File: src/rtl/moore_botoes.sv
// Pushbutton conditioner: synchronise, debounce and turn each active-low key
// into single-cycle press pulses (with optional auto-repeat) for the Moore counter.
module moore_botoes_canal #(
    parameter int DEBOUNCE_CICLOS = 500000,
    parameter int REPEAT_CICLOS   = 0,
    parameter int W_CNT           = 20
) (
    input  logic i_clk,
    input  logic i_rst,
    input  logic i_key_n,
    output logic o_pulso,
    output logic o_est
);
    localparam logic [W_CNT-1:0] DEB_MAX = W_CNT'(DEBOUNCE_CICLOS - 1);
    localparam logic [W_CNT-1:0] REP_MAX = W_CNT'((REPEAT_CICLOS == 0) ? 0 : REPEAT_CICLOS - 1);
    localparam logic [W_CNT-1:0] UM      = W_CNT'(1);

    logic [1:0]       r_sync;
    logic             r_est, r_est_d, r_pulso;
    logic [W_CNT-1:0] r_cnt, r_rcnt;

    logic             w_s, w_est_nxt, w_rise, w_rep, w_fire;
    logic [W_CNT-1:0] w_cnt_nxt, w_rcnt_nxt;

    assign w_s = r_sync[1];

    always_comb begin
        w_est_nxt = r_est;
        w_cnt_nxt = r_cnt;
        if (w_s == r_est) begin
            w_cnt_nxt = '0;
        end else if (r_cnt == DEB_MAX) begin
            w_est_nxt = w_s;
            w_cnt_nxt = '0;
        end else begin
            w_cnt_nxt = r_cnt + UM;
        end
    end

    // A repeat that would coincide with the release being accepted is dropped,
    // so no pulse ever appears while the debounced state reads released.
    assign w_rise = r_est & ~r_est_d;
    assign w_rep  = (REPEAT_CICLOS != 0) && r_est && w_est_nxt && (r_rcnt == REP_MAX);
    assign w_fire = w_rise | w_rep;

    always_comb begin
        w_rcnt_nxt = r_rcnt + UM;
        if (!r_est || w_fire || (REPEAT_CICLOS == 0))
            w_rcnt_nxt = '0;
    end

    always_ff @(posedge i_clk or posedge i_rst) begin
        if (i_rst) begin
            r_sync  <= '0;
            r_est   <= 1'b0;
            r_est_d <= 1'b0;
            r_cnt   <= '0;
            r_rcnt  <= '0;
            r_pulso <= 1'b0;
        end else begin
            r_sync  <= {r_sync[0], ~i_key_n};
            r_est   <= w_est_nxt;
            r_est_d <= r_est;
            r_cnt   <= w_cnt_nxt;
            r_rcnt  <= w_rcnt_nxt;
            r_pulso <= w_fire;
        end
    end

    assign o_pulso = r_pulso;
    assign o_est   = r_est;
endmodule

module moore_botoes #(
    parameter int DEBOUNCE_CICLOS = 500000,
    parameter int REPEAT_CICLOS   = 0,
    parameter int W_CNT           = 20
) (
    input  logic CLK,
    input  logic RST,
    input  logic KEY_UP,
    input  logic KEY_DOWN,
    output logic UP,
    output logic DOWN,
    output logic EST_UP,
    output logic EST_DOWN
);
    localparam int NUM_CH = 2;

    // Channel 0 = up, channel 1 = down; no arbitration between them.
    logic [NUM_CH-1:0] w_key_n, w_pulso, w_est;

    assign w_key_n = {KEY_DOWN, KEY_UP};

    for (genvar g = 0; g < NUM_CH; g++) begin : g_ch
        moore_botoes_canal #(
            .DEBOUNCE_CICLOS(DEBOUNCE_CICLOS),
            .REPEAT_CICLOS  (REPEAT_CICLOS),
            .W_CNT          (W_CNT)
        ) u_canal (
            .i_clk  (CLK),
            .i_rst  (RST),
            .i_key_n(w_key_n[g]),
            .o_pulso(w_pulso[g]),
            .o_est  (w_est[g])
        );
    end

    assign UP       = w_pulso[0];
    assign DOWN     = w_pulso[1];
    assign EST_UP   = w_est[0];
    assign EST_DOWN = w_est[1];
endmodule

File: config.mk
export PLATFORM = sky130hd
export DESIGN_NAME = moore_botoes
export DESIGN_NICKNAME = d
export VERILOG_FILES = /design/src/rtl/moore_botoes.sv
export SDC_FILE = /design/constraint.sdc
export NUM_CORES = 1
export LEC_CHECK = 0
export BUFFER_PORTS_ARGS = -buffer_cell sky130_fd_sc_hd__buf_2
export CORE_MARGIN = 5
export CORE_UTILIZATION = 60
export DETAILED_ROUTE_END_ITERATION = 12
export GPL_TIMING_DRIVEN = 1
export PLACE_DENSITY = 0.8
export SLEW_MARGIN = 20
export SYNTH_ARGS = -nofsm -noshare
export SYNTH_HDL_FRONTEND = slang
export SYNTH_SLANG_ARGS = --single-unit
File: constraint.sdc
create_clock -name CLK -period 3.29 [get_ports CLK]
set_input_delay 0.4935 -clock CLK [delete_from_list [all_inputs] [get_ports CLK]]
set_output_delay 0.4935 -clock CLK [all_outputs]
set_load 0.05 [all_outputs]
==> impl_table.tex <==
\begin{tabular}{lr}
\hline
Metric & Value \\
\hline
\multicolumn{2}{l}{\textbf{Floorplanning}} \\
Starting density of the core & between 60\% and 70\% \\
Placeable core region & 3720 um\^{}2 \\
Die extent in x & 72.3 um \\
Total die area & 5230 um\^{}2 \\
Count of standard-cell rows & 22 \\
Die Height & about 72 um \\
Top-level I/O count & 8 \\
\multicolumn{2}{l}{\textbf{Synthesis}} \\
Post-Synthesis Cells & 218 \\
Synth Net Count & 224 \\
Most common cell in the synthesized netlist & sky130\_fd\_sc\_hd\_\_dfrtp\_1 \\
Number of warnings reported in the yosys synthesis log & 0 \\
Leading post-synthesis cells by instance count & sky130\_fd\_sc\_hd\_\_dfrtp\_1 (50), sky130\_fd\_sc\_hd\_\_nor2\_1 (32), sky130\_fd\_sc\_hd\_\_xnor2\_1 (18), sky130\_fd\_sc\_hd\_\_nand3\_1 (12), sky130\_fd\_sc\_hd\_\_xor2\_1 (12) \\
Syn\_area\_per\_cell & roughly 11 um\^{}2 \\
Number of flops mapped to enable cells by yosys & 0 \\
Number of register bits inferred by synthesis & 50 \\
Top cell type's share of synthesized area & 53.7\% \\
Post-synthesis async set-or-reset flop share & between 90\% and 100\% \\
Cell type contributing the most total cell area after synthesis & sky130\_fd\_sc\_hd\_\_dfrtp\_1 \\
Primary flip-flop cell chosen by synthesis mapping & sky130\_fd\_sc\_hd\_\_dfrtp\_1 \\
Sequential fraction of the synthesis area & 53.7\% \\
Count of unique library cells instantiated by Yosys & 36 \\
Top post-synthesis cells by area & sky130\_fd\_sc\_hd\_\_dfrtp\_1 (54\%), sky130\_fd\_sc\_hd\_\_xnor2\_1 (6.8\%), sky130\_fd\_sc\_hd\_\_nor2\_1 (5.2\%) \\
Cell area after technology mapping & about 2300 um\^{}2 \\
\multicolumn{2}{l}{\textbf{Final layout}} \\
Number of diodes & 0 \\
Number of nets in the final layout & 236 \\
Area growth from synthesis to layout & 6.88\% \\
Final core utilization & approximately two thirds \\
Fraction of layout instances using a drive strength above 1 & 9.57\% \\
\multicolumn{2}{l}{\textbf{Pwr}} \\
Power spent charging and discharging nets & 0.221 mW \\
Fraction of power consumed by sequential logic & $\sim$63\% \\
Cell area power density & 402 nW/um\^{}2 \\
Static power due to leakage & 1.04 nW \\
Part of the power in combinational logic & 3.4\% \\
Largest voltage drop on the vdd net & a little over 0.4 mV \\
Internal Power & 0.779 mW \\
Switching share of total power & 22.1\% \\
Portion of total power attributed to the clock network & about a third \\
\multicolumn{2}{l}{\textbf{STA}} \\
Setup slack of the critical path after layout & 1.06 ns \\
Post-route fraction of the period consumed by the critical path & 67.9\% \\
Post-route clock skew & 0.00800 ns \\
Max Slew Vio Count & 0 \\
Slew @ Worst Pin & roughly 1.0 ns \\
Total setup violations reported at the end of the flow & 0 \\
Final-layout setup total negative slack & 0 ns \\
RSZ-0062 raised after global routing & no \\
Worst-case headroom to the max-slew limit & between 20\% and 30\% \\
Final Critical Period & approximately 2.2 ns \\
Number of hold-slack violations in the final timing report & 0 \\
FMAX & between 0.4 and 0.5 GHz \\
\multicolumn{2}{l}{\textbf{Clock tree}} \\
TritonCTS clock tree & built \\
Number of setup buffers added after CTS & 0 \\
Hold Buf Count CTS & 0 \\
Longest Clk Path Bufs & 2 \\
Worst-skew pair later-pin latency & 0.30 ns \\
Root buffer cell & sky130\_fd\_sc\_hd\_\_clkbuf\_8 \\
Resized cells post-CTS & 0 \\
Total clock buffers created by CTS & 5 \\
Clock H-tree levels & 2 \\
Clock-pin slew of the registers on the worst-case setup and hold paths & 0.09 ns \\
Clock sinks & 50 \\
\multicolumn{2}{l}{\textbf{Routing}} \\
Drt wl/cell & about 15 um \\
Number of remaining DRC errors & 0 \\
DR iter-0 viols & 121 \\
Routed vias/inst & 5.84 \\
Drt first pass iters & 4 \\
DRT Wirelength & approximately 4100 um \\
Remaining antenna violation count & 0 \\
Vias & 1,623 \\
\multicolumn{2}{l}{\textbf{Global routing}} \\
Total Routing Usage GR & 17.4\% \\
Residual overflow from global routing & 0 \\
Vias in the first global route & 1,504 \\
First-pass GRT wire length & between 7000 and 8000 um \\
Number of antenna violations at the first check in global routing & 0 \\
Maximum number of pins on one net before global-route repair & slightly above 50 \\
\multicolumn{2}{l}{\textbf{Critical path}} \\
Kind of critical path & reg -> reg \\
Data required time of the worst path & 3.44 ns \\
Max Fanout on Critical Path & 19 \\
Sort of element at the end of the critical path & flip-flop \\
Data arrival time of the critical path & 2.39 ns \\
CP startpoint kind & flip-flop \\
\multicolumn{2}{l}{\textbf{Placed design}} \\
Pre-CTS setup slack & roughly 1.1 ns \\
Number of I/O port buffers & 7 \\
Detailed placement HPWL & 2650 um \\
RePlAce Congestion & slightly above 0.8 \\
\multicolumn{2}{l}{\textbf{Hold path}} \\
Class of the worst hold path & in -> async \\
\multicolumn{2}{l}{\textbf{Run}} \\
Maximum capacitance violations & 0 \\
\multicolumn{2}{l}{\textbf{Outcome}} \\
Run status & complete, no violations \\
\hline
\end{tabular}
[routing by layer]
layer / global-route usage, % / share of wire [%]
met1: 25.4 / 51
met2: 24.7 / 42
met3: 4.57 / 4.8
met4: 6.89 / 2.0
met5: 0 / 0
[layout make-up]
class,instances,area (um^2)
Clock buffer,7,76.3
Inverter,8,31.3
Timing Repair Buffer,8,42.5
Sequential cell,50,1250
Fill cell,294,1230
Multi-Input combinational cell,157,1030
Tap cell,48,60.1
[cells in the final DEF (no fill, tap or decap), types with 5 or more instances in the layout]
| cell type | count |
|---|---|
| sky130_fd_sc_hd__nand2_1 | 10 |
| sky130_fd_sc_hd__dfrtp_1 | 50 |
| sky130_fd_sc_hd__nand4_1 | 11 |
| sky130_fd_sc_hd__xnor2_1 | 18 |
| sky130_fd_sc_hd__nor3_1 | 6 |
| sky130_fd_sc_hd__clkbuf_8 | 5 |
| sky130_fd_sc_hd__nor4_1 | 6 |
| sky130_fd_sc_hd__nand3_1 | 12 |
| sky130_fd_sc_hd__inv_1 | 7 |
| sky130_fd_sc_hd__nor2_1 | 32 |
| sky130_fd_sc_hd__buf_2 | 7 |
| sky130_fd_sc_hd__a21oi_1 | 7 |
| sky130_fd_sc_hd__xor2_1 | 12 |
[flip-flops by register name, summed over array words and instances, names as in the netlist]
signal / count
g_ch.u_canal.r_sync: 4
g_ch.u_canal.o_est: 2
g_ch.u_canal.o_pulso: 2
g_ch.u_canal.r_est_d: 2
g_ch.u_canal.r_cnt: 40
[cells by family (layout without fill, tap and decap cells)]
group | count (synthesis) | after routing | share of synthesized area (%)
buffers and inverters | 11 | 23 | 2.15
AOI/OAI and AO/OA | 17 | 17 | 5.43
DFF | 50 | 50 | 53.7
and+or+nand+nor | 105 | 105 | 24.9
muxes | 3 | 3 | 1.40
adders and majority gates | 2 | 2 | 1.07
xor gates and xnor gates | 30 | 30 | 11.3
[through the flow]
step                hold slack (ns)  cell area (um^2)  instances  power [mW]
floorplan                     0.331              2330        218       0.668
global placement              0.345              2410        271       0.677
CTS                           0.319              2490        278        1.01
finish                        0.322              2490        278        1.00
global route                  0.328              2490        278        1.05
detailed placement            0.338              2410        271       0.677
[path summary, 6_finish.rpt]
path	to	startpoint	depth (start not counted)	slack, ns
max	g_ch[1].u_canal.r_cnt[8]$_DFF_PP0_	g_ch[1].u_canal.r_cnt[11]$_DFF_PP0_	3	1.06
min	g_ch[1].u_canal.r_cnt[2]$_DFF_PP0_	RST	2	0.32
max reg2reg	g_ch[1].u_canal.r_cnt[8]$_DFF_PP0_	g_ch[1].u_canal.r_cnt[11]$_DFF_PP0_	3	1.06
min reg2reg	g_ch[0].u_canal.r_sync[1]$_DFF_PP0_	g_ch[0].u_canal.r_sync[0]$_DFF_PP0_	0	0.36
max in group asynchronous	g_ch[1].u_canal.r_cnt[5]$_DFF_PP0_	RST	2	2.47
min in group CLK	g_ch[1].u_canal.r_sync[0]$_DFF_PP0_	KEY_DOWN	2	0.33
[power groups by stage]
stage          sequential (mW)  combinational [mW]  clock [mW]
2_1_floorplan            0.640              0.0275           0
5_1_grt                  0.631              0.0410       0.374
4_1_cts                  0.630              0.0353       0.345
6_report                 0.630              0.0345       0.335
3_3_place_gp             0.642              0.0348           0
3_5_place_dp             0.642              0.0354           0
[worst max-delay path: stages (launching register included)]
cell and delay, ns:
sky130_fd_sc_hd__dfrtp_1 0.42, sky130_fd_sc_hd__or4b_4 0.57, sky130_fd_sc_hd__o41ai_4 0.96, sky130_fd_sc_hd__nor2_1 0.13
Power figures use the tool's default switching activity.
